--- config.mk ---
export PLATFORM = sky130hd
export DESIGN_NAME = data_mem_arbiter
export DESIGN_NICKNAME = d
export VERILOG_FILES = /design/src/rtl/data_mem_arb_pkg.sv /design/src/rtl/rr_arbiter2.sv /design/src/rtl/data_mem_arbiter.sv
export SDC_FILE = /design/constraint.sdc
export NUM_CORES = 1
export LEC_CHECK = 0
export BUFFER_PORTS_ARGS = -buffer_cell sky130_fd_sc_hd__clkbuf_2
export CAP_MARGIN = 20
export CORE_ASPECT_RATIO = 1.2
export CORE_MARGIN = 3
export CORE_UTILIZATION = 45
export CTS_CLUSTER_DIAMETER = 30
export DETAILED_ROUTE_END_ITERATION = 6
export GPL_TIMING_DRIVEN = 1
export PLACE_DENSITY = 0.8
export SLEW_MARGIN = 10
export SYNTH_ARGS = -nofsm -noshare
export SYNTH_HDL_FRONTEND = slang
export SYNTH_SLANG_ARGS = --single-unit
--- constraint.sdc ---
create_clock -name clk -period 4.25 [get_ports clk]
set_input_delay 0.6375 -clock clk [delete_from_list [all_inputs] [get_ports clk]]
set_output_delay 0.6375 -clock clk [all_outputs]
set_load 0.05 [all_outputs]
--- src/rtl/data_mem_arb_pkg.sv ---
// Shared types and constants for the two-requester DataMemory arbiter.
package data_mem_arb_pkg;

    localparam int NUM_REQ = 2;
    localparam int REQ_LSU = 0;
    localparam int REQ_DBG = 1;

    typedef enum logic [1:0] {
        IDLE,
        ISSUE,
        RESP
    } arb_state_t;

endpackage

--- src/rtl/rr_arbiter2.sv ---
// Two-way round-robin grant: on a tie, the requester that did not win last time wins.
module rr_arbiter2
    import data_mem_arb_pkg::*;
(
    input  logic               en,
    input  logic [NUM_REQ-1:0] req_valid,
    input  logic               last_grant,
    output logic [NUM_REQ-1:0] grant
);

    always_comb begin
        grant = '0;
        if (en) begin
            // last_grant == 1 means the debug port won last, so the LSU has priority
            if (req_valid[REQ_LSU] && (!req_valid[REQ_DBG] || last_grant)) begin
                grant[REQ_LSU] = 1'b1;
            end else if (req_valid[REQ_DBG]) begin
                grant[REQ_DBG] = 1'b1;
            end
        end
    end

endmodule

--- src/rtl/data_mem_arbiter.sv ---
// Arbitrates LSU and debug/DMA requests onto the single-port DataMemory,
// one access per IDLE/RESP -> ISSUE -> RESP slot, with a one-cycle response strobe.
module data_mem_arbiter
    import data_mem_arb_pkg::*;
#(
    parameter int ADDR_W = 32,
    parameter int DATA_W = 32
) (
    input  logic                            clk,
    input  logic                            rst_n,
    input  logic [NUM_REQ-1:0]              req_valid,
    input  logic [NUM_REQ-1:0]              req_we,
    input  logic [NUM_REQ-1:0][ADDR_W-1:0]  req_addr,
    input  logic [NUM_REQ-1:0][DATA_W-1:0]  req_wdata,
    output logic [NUM_REQ-1:0]              req_ready,
    output logic [NUM_REQ-1:0]              rsp_valid,
    output logic [DATA_W-1:0]               rsp_rdata,
    output logic [ADDR_W-1:0]               mem_address,
    output logic [DATA_W-1:0]               mem_write_data,
    output logic                            mem_read,
    output logic                            mem_write,
    input  logic [DATA_W-1:0]               mem_read_data
);

    arb_state_t          state_q, state_d;
    logic                last_grant_q, last_grant_d;
    logic [ADDR_W-1:0]   addr_q, addr_d;
    logic [DATA_W-1:0]   wdata_q, wdata_d;
    logic                we_q, we_d;
    logic                owner_q, owner_d;
    logic [DATA_W-1:0]   rdata_q, rdata_d;

    logic [NUM_REQ-1:0]  grant;
    logic                accept_en;
    logic                accept;
    logic                sel;

    // Gating with rst_n keeps req_ready low for the whole time reset is held.
    assign accept_en = rst_n && (state_q != ISSUE);

    rr_arbiter2 u_rr_arbiter2 (
        .en         (accept_en),
        .req_valid  (req_valid),
        .last_grant (last_grant_q),
        .grant      (grant)
    );

    assign accept    = |grant;
    assign sel       = grant[REQ_DBG];
    assign req_ready = grant;

    always_comb begin
        state_d      = state_q;
        last_grant_d = last_grant_q;
        addr_d       = addr_q;
        wdata_d      = wdata_q;
        we_d         = we_q;
        owner_d      = owner_q;
        rdata_d      = rdata_q;

        if (accept) begin
            addr_d       = req_addr[sel];
            wdata_d      = req_wdata[sel];
            we_d         = req_we[sel];
            owner_d      = sel;
            last_grant_d = sel;
        end

        case (state_q)
            IDLE:  if (accept) state_d = ISSUE;
            ISSUE: begin
                state_d = RESP;
                if (!we_q) rdata_d = mem_read_data;
            end
            RESP:  state_d = accept ? ISSUE : IDLE;
            default: state_d = IDLE;
        endcase
    end

    always_ff @(posedge clk or negedge rst_n) begin
        if (!rst_n) begin
            state_q      <= IDLE;
            last_grant_q <= 1'b1;
            addr_q       <= '0;
            wdata_q      <= '0;
            we_q         <= 1'b0;
            owner_q      <= 1'b0;
            rdata_q      <= '0;
        end else begin
            state_q      <= state_d;
            last_grant_q <= last_grant_d;
            addr_q       <= addr_d;
            wdata_q      <= wdata_d;
            we_q         <= we_d;
            owner_q      <= owner_d;
            rdata_q      <= rdata_d;
        end
    end

    always_comb begin
        rsp_valid = '0;
        if (state_q == RESP) rsp_valid[owner_q] = 1'b1;
    end

    assign rsp_rdata      = rdata_q;
    assign mem_address    = addr_q;
    assign mem_write_data = wdata_q;
    assign mem_read       = (state_q == ISSUE) && !we_q;
    assign mem_write      = (state_q == ISSUE) && we_q;

endmodule
==> results of run 1 <==
[path summary, 6_finish.rpt]
path / start / end / slack, ps / cells after the start
min reg2reg: rsp_rdata[8] / rsp_rdata[8] / 500 / 1
min: rst_n / mem_address[8] / 330 / 1
max: state_q[1] / mem_read / 1440 / 4
max in group asynchronous: rst_n / rsp_rdata[30] / 2770 / 2
max reg2reg: state_q[1] / mem_address[1] / 1960 / 5
min in group clk: rsp_rdata[8] / rsp_rdata[8] / 500 / 1
[layout make-up]
class                      count  area share
timing repair buffer         274       0.211
tap                          129      0.0240
multi-input combinational    181       0.270
inverter                     131      0.0732
clock buffer                  11      0.0376
sequential                   101       0.376
clock inverter                 5     0.00856
[placed cells by master (no fill, tap or decap), types with 2 or more instances in the layout]
| cell | n |
|---|---|
| dfrtp_1 | 100 |
| clkbuf_8 | 2 |
| nand4_1 | 64 |
| clkinv_2 | 2 |
| mux2_2 | 32 |
| o221ai_2 | 50 |
| nor2_1 | 3 |
| a21oi_1 | 2 |
| clkbuf_16 | 9 |
| buf_4 | 6 |
| o221ai_1 | 14 |
| clkbuf_2 | 266 |
| buf_12 | 2 |
| inv_1 | 131 |
[stage by stage]
stage	setup slack, ps	hold WS, ps	cells
2_1_floorplan	1960	342	453
3_3_place_gp	1500	479	814
5_1_grt	1310	369	832
4_1_cts	1040	354	830
3_5_place_dp	1410	495	814
6_report	1440	335	832
[per-layer routing]
layer / track usage / up-vias
met2: 0.388 / 201
met5: 0 / -
met4: 0.0907 / 0
met1: 0.261 / 2138
li1: - / 2080
met3: 0.0523 / 30
[state kept, by name (all words and copies together) (netlist names)]
signal	cells
we_q	1
last_grant_q	1
mem_write_data	32
owner_q	1
rsp_rdata	32
mem_address	32
state_q	2
[cells in the mapped netlist (2+ instances only)]
library cell | n | area share
mux2_2 | 32 | 0.071
o221ai_1 | 14 | 0.024
clkbuf_1 | 14 | 0.010
buf_6 | 10 | 0.022
dfrtp_1 | 100 | 0.49
a21oi_1 | 2 | 0.0020
inv_1 | 131 | 0.097
buf_4 | 4 | 0.0059
buf_2 | 12 | 0.012
nand2_1 | 2 | 0.0015
nand4_1 | 64 | 0.079
nor2_1 | 3 | 0.0022
o221ai_2 | 50 | 0.15
[cells by family (layout without fill, tap and decap cells)]
group	after synthesis	after routing	synth area share
AND/OR/NAND/NOR	80	80	0.103
AO/OA/AOI/OAI	69	69	0.180
buffers and inverters	171	421	0.147
multiplexers	32	32	0.0711
flip-flops	101	101	0.499
[where the power goes]
group          total, uW  internal [uW]  leakage [uW]  switching [uW]
registers           1420           1250       0.00123             171
logic               2000            509       0.00219            1490
clock network        841            490      0.000156             351
total               4270           2250       0.00358            2020
[worst reg2reg max path: stages, from the launching register on]
cell and delay, ps:
dfrtp_1 380, nand2b_2 360, buf_12 270, nand4_4 120, buf_4 760, o221ai_1 240
==> out/qor.csv, run 1 <==
metric,value,unit
status,"finished, final reports clean",
"Cell Area, Synth",5070,um2
"Core Util, Final",0.624,
TritonCTS clock tree,done,
Max-Cap Viols,0,
total wire length,14.3,mm
Detail Placement HPWL,10.5,mm
synth unique cells,28,
"Setup Fix Bufs, Post-CTS",0,
Max stage delay on crit path,440,ps
Yosys reg bits,101,
Worst Setup End Kind,output port,
"Setup violations, final",0,
DRC marker count from the first detailed-route iteration,125,
Slew HR,0.335,
fill cell count,870,
Worst-Margin Slew,997,ps
Post-layout nets,864,
post-CTS sizing,0,
Syn Nets,619,
clk slew on worst S/H paths,70,ps
post-layout min period,2810,ps
Power Dens Cells,635,nW/um2
Tot Pwr,4270,uW
Startpoint Class,register,
largest net degree at the start of global routing,68,
"EDFF count, synth",0,
min-delay worst type,in2async,
wire length on met3,1.12,mm
root buf cell,clkbuf_16,
drt pass-1 iters,4,
Leak,0.00358,uW
# IOs,268,
CTS Buf Count,9,
Port-buffer cells,267,
Final Wtd Congestion,0.779,
Seq. cell area,2530,um2
Synth Warn #,0,
DIE WIDTH,103,um
Area after DPL,6370,um2
Finished Cell Area,6720,um2
Main synth FF type,dfrtp_1,
Residual DRC,0,
critical setup path kind,reg2out,
maximum achievable frequency,0.355,GHz
Layout area overhead,32.6,%
VDD IR max,0.282,mV
Final Hold Vio Count,0,
die area,12600,um2
post-route ant nets,0,
CP Cell Sequence,nand2b_2 -> buf_12 -> nor2_8 -> clkbuf_2,
Setup Skew,10.2,ps
initial core utilization,0.470,
hold_buf cts,0,
H-Tree Depth,3,
Multi-input gate area,1810,um2
post-DR wirelength/cell,17.2,um
Rows,41,
routed wl met2,7.40,mm
max-slew violations,0,
vias after detailed routing,4449,
Die Ht,122,um
Clock Latency Late Sink,340,ps
met1 wire length,5.36,mm
initial antenna violation count,0,
top layer used by detailed routing,met4,
"Async S/R FF share, synth",1.00,
Core Area,10800,um2
Total Neg Setup Slack,0,ps
register area share after synthesis,0.499,
data arrival time of the critical path,2180,ps
average size of a mapped cell,11.2,um2
Vias/cell,5.35,
clk sinks,101,
layout cell share with drive strength beyond 1,0.539,
post-synthesis instance total,453,
Slowest cell on crit path,nor2_8,
RSZ-0062 raised after global routing,false,
cell family with most CP delay,simple AND/OR/NAND/NOR gates,
Critical Path RT,3610,ps
final worst path period share,0.662,
total global-route track usage,0.223,
Longest Clk Path Bufs,2,
ANT cells,0,
Overflow after GRT,0,
vias in the first global route,4537,
Critical path buffers and inverters,2,
first-pass GRT wire length,21.9,mm
CP Max Fanout,33,
Note: power is estimated with default switching activity, not from simulation.
==> run 2, diff against run 1 <==
- CORE_UTILIZATION: 45 -> 41
- PLACE_DENSITY: 0.8 -> 0.77
- clock period: 4.25 -> 2.25 ns (I/O delays scaled with it)
==> run 2 against run 1 <==
Global-route usage shrank 1.8 points. Critical path depth stayed put. Sequential share of layout area down 0.65 points. Non-clock buffer count increased by 7. Utilization shrank 4.6 points. Combinational power up 90%. First-iteration DRC count increased by 54%. Flip-flop and latch count did not move. Clock power increased by 75%. Die area rose by 9.2%. Critical path type unchanged.
==> out/qor.csv, run 2 (same netlist as run 1, synthesis figures left out) <==
metric,value,unit,change
total global-route track usage,0.204,,-0.0185
largest net degree at the start of global routing,96,,+41%
data arrival time of the critical path,1720,ps,-460 ps
"Setup violations, final",0,,unchanged
Die Ht,128,um,+4.5%
Slew HR,0.661,,+0.326
combinational power share,0.478,,+0.008
clock share of power,0.185,,-0.012
"commonest non-fill, non-tap cell in the layout",clkbuf_2,,
max-slew violations,0,,unchanged
Final Wtd Congestion,0.821,,+5.4%
final non-filler cell total,867,,+4.2%
first-pass GRT wire length,22.5,mm,+2.7%
drt pass-1 iters,4,,unchanged
final worst path period share,0.913,,
# IOs,268,,unchanged
Post-layout nets,871,,+0.81%
Max-Cap Viols,0,,unchanged
"Setup Fix Bufs, Post-CTS",0,,unchanged
ANT cells,0,,unchanged
layout cell share with drive strength beyond 1,0.542,,+0.00314
switching part of the total,0.476,,+0.00311
Overflow after GRT,0,,unchanged
Core Area,11800,um2,+9.9%
most frequent cells in the layout,"clkbuf_2 (264), inv_1 (131), dfrtp_1 (100)",,
Total Neg Setup Slack,0,ps,unchanged
Longest Clk Path Bufs,2,,unchanged
initial antenna violation count,0,,unchanged
H-Tree Depth,3,,unchanged
Placed Cells,850,,+4.4%
internal power,4160,uW,+85%
CP Max Fanout,40,,+21%
Port-buffer cells,267,,unchanged
Worst Setup End Kind,output port,,
Layout area overhead,35.0,%,
die area,13700,um2,+9.2%
"Core Util, Final",0.578,,-0.0460
min-delay worst type,in2reg,,
Clock Latency Late Sink,330,ps,about the same
VDD IR max,0.676,mV,+140%
total wire length,14.3,mm,+0.19%
Startpoint Class,register,,
post-layout min period,2050,ps,
DRC marker count from the first detailed-route iteration,192,,+54%
post-route ant nets,0,,unchanged
critical setup path kind,reg2out,,
RSZ-0062 raised after global routing,false,,
Setup Skew,9.25,ps,-0.920 ps
Detail Placement HPWL,10.9,mm,+4.6%
initial core utilization,0.428,,-0.0423
TritonCTS clock tree,done,,
Critical Path RT,1910,ps,-1700 ps
Residual DRC,0,,unchanged
status,"finished, final reports clean",,
clk slew on worst S/H paths,70,ps,about the same
Worst-Margin Slew,508,ps,-489 ps
Vias/cell,5.08,,-4.9%
root buf cell,clkbuf_16,,
Rows,43,,+4.9%
sw power,3780,uW,+87%
clk sinks,101,,unchanged
vias after detailed routing,4408,,-0.92%
Power Dens Cells,1160,nW/um2,+83%
Sequential Power Share,0.337,,+0.004
maximum achievable frequency,0.487,GHz,
CTS Buf Count,9,,unchanged
post-DR wirelength/cell,16.5,um,-3.9%
Final Hold Vio Count,0,,unchanged
DIE WIDTH,107,um,+4.5%
vias in the first global route,4593,,+1.2%
Leak,0.00361,uW,+1.0%
run 2: changes by cell type in the layout (fill, tap and decap cells not counted), sizes merged:
cell / previous run / this run
buf: 8 / 16
clkbuf: 277 / 275
bufinv: 1 / 0
clkinv: 3 / 4
clkinvlp: 0 / 1
dlygate4sd3: 0 / 1
inv: 132 / 131
run 2: power by group through the flow:
stage          Sequential, uW  Clock (uW)  Combinational (uW)
6_report                 2670        1470                3800
5_1_grt                  2740        1580                4000
4_1_cts                  2680        1510                3830
3_5_place_dp             2710           0                3830
3_3_place_gp             2680           0                3760
2_1_floorplan            4550           0                 969
run 2: layer usage:
metal | routed length [um] | up-vias | GRT usage
li1 | - | 2091 | -
met1 | 5560 | 2118 | 0.245
met2 | 7520 | 189 | 0.369
met3 | 1080 | 10 | 0.0413
met4 | 138 | 0 | 0.0550
met5 | 0 | - | 0
run 2: critical path, cell delays in order (launching register included):
cell and delay (ps):
dfrtp_1 440, nand2b_4 190, buf_6 310, and3_1 290, buf_12 160
run 2: area by class of cell:
class / count / area [um2]
sequential: 101 / 2530
clock buffer: 11 / 253
tap: 157 / 196
fill: 1005 / 5000
clock inverter: 5 / 35.0
timing repair buffer: 281 / 1520
multi-input combinational: 181 / 1820
inverter: 131 / 492
run 2: what timing repair did:
item                                    4_1_cts  5_1_grt
hold endpoints to repair                      5        0
resized for setup                             0        1
hold buffers                                  1        0
endpoints found under the setup margin        0        1
run 2: final timing paths:
| check | startpoint | end | slack [ps] | cells after the start |
|---|---|---|---|---|
| worst max-delay path | state_q[0] | req_ready[1] | 200 | 4 |
| worst min-delay path | mem_read_data[6] | rsp_rdata[6] | 240 | 2 |
| worst max register to register | state_q[1] | rsp_rdata[28] | 570 | 4 |
| worst min register to register | rsp_rdata[0] | rsp_rdata[0] | 510 | 1 |
| max in group asynchronous | rst_n | rsp_rdata[20] | 1120 | 3 |
| min in group asynchronous | rst_n | state_q[0] | 390 | 2 |
run 2: through the flow:
step / instance area, um2 / setup slack, ps / total power, uW / hold slack (ps)
finish: 6840 / 196 / 7940 / 243
global placement: 6540 / 497 / 6440 / 188
CTS: 6840 / 54.7 / 8020 / 227
detailed placement: 6540 / 431 / 6540 / 192
global route: 6840 / 87.8 / 8320 / 227
floorplan: 5070 / 263 / 5520 / 41.9
==> run 3, diff against run 2 <==
- CORE_UTILIZATION: 41 -> 45
- PLACE_DENSITY: 0.77 -> 0.8
- RECOVER_POWER: unset -> 100
- clock period: 2.25 -> 1.9 ns (I/O delays scaled with it)
==> run 3 against run 2 <==
Power up 17%. Setup slack worse by 97 ps. Critical path depth is the same. Worst hold slack worse by 71 ps. Flip-flop and latch count is the same. First-iteration DRC count up 4.2%. Largest cell class unchanged. Highest routed layer unchanged.
==> out/qor.csv, run 3 (same netlist as run 1, synthesis figures left out) <==
metric,value,unit,change
DIE WIDTH,103,um,-4.3%
post-route ant nets,0,,unchanged
CP Max Fanout,24,,-40%
Longest Clk Path Bufs,2,,unchanged
status,"finished, final reports clean",,
final worst path period share,0.948,,
vias after detailed routing,4523,,+2.6%
critical setup path kind,reg2out,,
Die Ht,122,um,-4.3%
largest net degree at the start of global routing,77,,-20%
Placed Cells,823,,-3.2%
fill cell count,1007,,+0.20%
DRC marker count from the first detailed-route iteration,200,,+4.2%
initial antenna violation count,0,,unchanged
H-Tree Depth,3,,unchanged
Leak,0.00327,uW,-9.4%
Final Hold Vio Count,0,,unchanged
min-delay worst type,in2reg,,
Vias/cell,5.36,,+5.4%
Startpoint Class,register,,
Setup Skew,10.7,ps,+1.44 ps
post-DR wirelength/cell,17.8,um,+7.8%
final non-filler cell total,844,,-2.7%
Overflow after GRT,0,,unchanged
Final Wtd Congestion,0.822,,+0.13%
Clock Latency Late Sink,340,ps,about the same
Area after DPL,6510,um2,-0.46%
Rows,41,,-4.7%
max-slew violations,0,,unchanged
clk sinks,101,,unchanged
vias in the first global route,4667,,+1.6%
root buf cell,clkbuf_16,,
Max-Cap Viols,0,,unchanged
RSZ-0062 raised after global routing,false,,
Detail Placement HPWL,11.2,mm,+2.8%
# IOs,268,,unchanged
Worst-Margin Slew,1030,ps,+524 ps
total wire length,15.0,mm,+5.0%
initial core utilization,0.470,,+0.0423
"Core Util, Final",0.594,,+0.0158
Critical Path RT,1620,ps,-290 ps
Power Dens Cells,1450,nW/um2,+25%
Layout area overhead,26.2,%,
CTS Buf Count,9,,unchanged
layout cell share with drive strength beyond 1,0.345,,-0.197
Slew HR,0.312,,-0.349
maximum achievable frequency,0.555,GHz,
Residual DRC,0,,unchanged
total global-route track usage,0.232,,+0.0275
post-layout min period,1800,ps,
"commonest non-fill, non-tap cell in the layout",clkbuf_2,,
"Setup violations, final",0,,unchanged
data arrival time of the critical path,1520,ps,-200 ps
clk slew on worst S/H paths,70,ps,about the same
first-pass GRT wire length,22.7,mm,+0.58%
VDD IR max,0.640,mV,-5.2%
TritonCTS clock tree,done,,
drt pass-1 iters,5,,+1
ANT cells,0,,unchanged
Post-layout nets,876,,+0.57%
final hold slack,172,ps,-70.9 ps
Worst Setup End Kind,output port,,
Core Area,10800,um2,-9.0%
Finished Cell Area,6390,um2,-6.5%
die area,12600,um2,-8.4%
Port-buffer cells,267,,unchanged
most frequent cells in the layout,"clkbuf_2 (171), inv_1 (131), clkbuf_1 (100), dfrtp_1 (100), nand4_1 (64)",,
run 3: final cells by class:
cell class	count	area [um2]	share of cell area
clock buffers	9	225	0.0352
multi-input cells	181	1530	0.239
repair buffers	286	1380	0.215
flip-flops and latches	101	2530	0.395
clock inverters	7	81.3	0.0127
inverters	131	492	0.0769
well taps	129	161	0.0252
run 3: per-stage QoR:
stage / setup slack, ps / power, uW / TNS, ps
3_3_place_gp: 321 / 7680 / 0
3_5_place_dp: 247 / 7790 / 0
4_1_cts: -8.80 / 9700 / -8.80
5_1_grt: 31.0 / 9750 / 0
2_1_floorplan: 46.5 / 6530 / 0
6_report: 99.1 / 9290 / 0
run 3: report_power, final:
group	internal [uW]	switching (uW)	total (uW)
combinational	925	3300	4220
sequential	2800	372	3170
clock	1040	855	1900
run 3: path summary, 6_finish.rpt:
| check | startpoint | slack (ps) | depth (start not counted) | end |
|---|---|---|---|---|
| max | state_q[1] | 100 | 4 | mem_write |
| min | mem_read_data[20] | 170 | 2 | rsp_rdata[20] |
| max reg2reg | state_q[1] | 120 | 5 | rsp_rdata[16] |
| min reg2reg | rsp_rdata[10] | 500 | 1 | rsp_rdata[10] |
| max in group asynchronous | rst_n | 730 | 2 | mem_write_data[21] |
| min in group asynchronous | rst_n | 200 | 2 | owner_q |
run 3: routing by layer:
metal,vias to the layer above,share of wire,global-route usage
li1,2104,-,-
met4,0,0.014,0.0680
met3,20,0.087,0.0665
met5,-,0,0
met1,2194,0.37,0.261
met2,205,0.53,0.420
run 3: worst max-delay path, cell delays in order, from the launching register on:
cell and delay [ps]:
dfrtp_1 390, nand2b_4 220, buf_6 210, nor2_1 190, buf_12 170
run 3: timing repair:
| item | CTS | global route |
|---|---|---|
| endpoints found under the setup margin | 3 | 3 |
| pin swaps | 0 | 1 |
| buffers inserted | 0 | 5 |
| hold buffers | 0 | 0 |
| endpoints found under the hold margin | 0 | 0 |
| resized for setup | 3 | 3 |
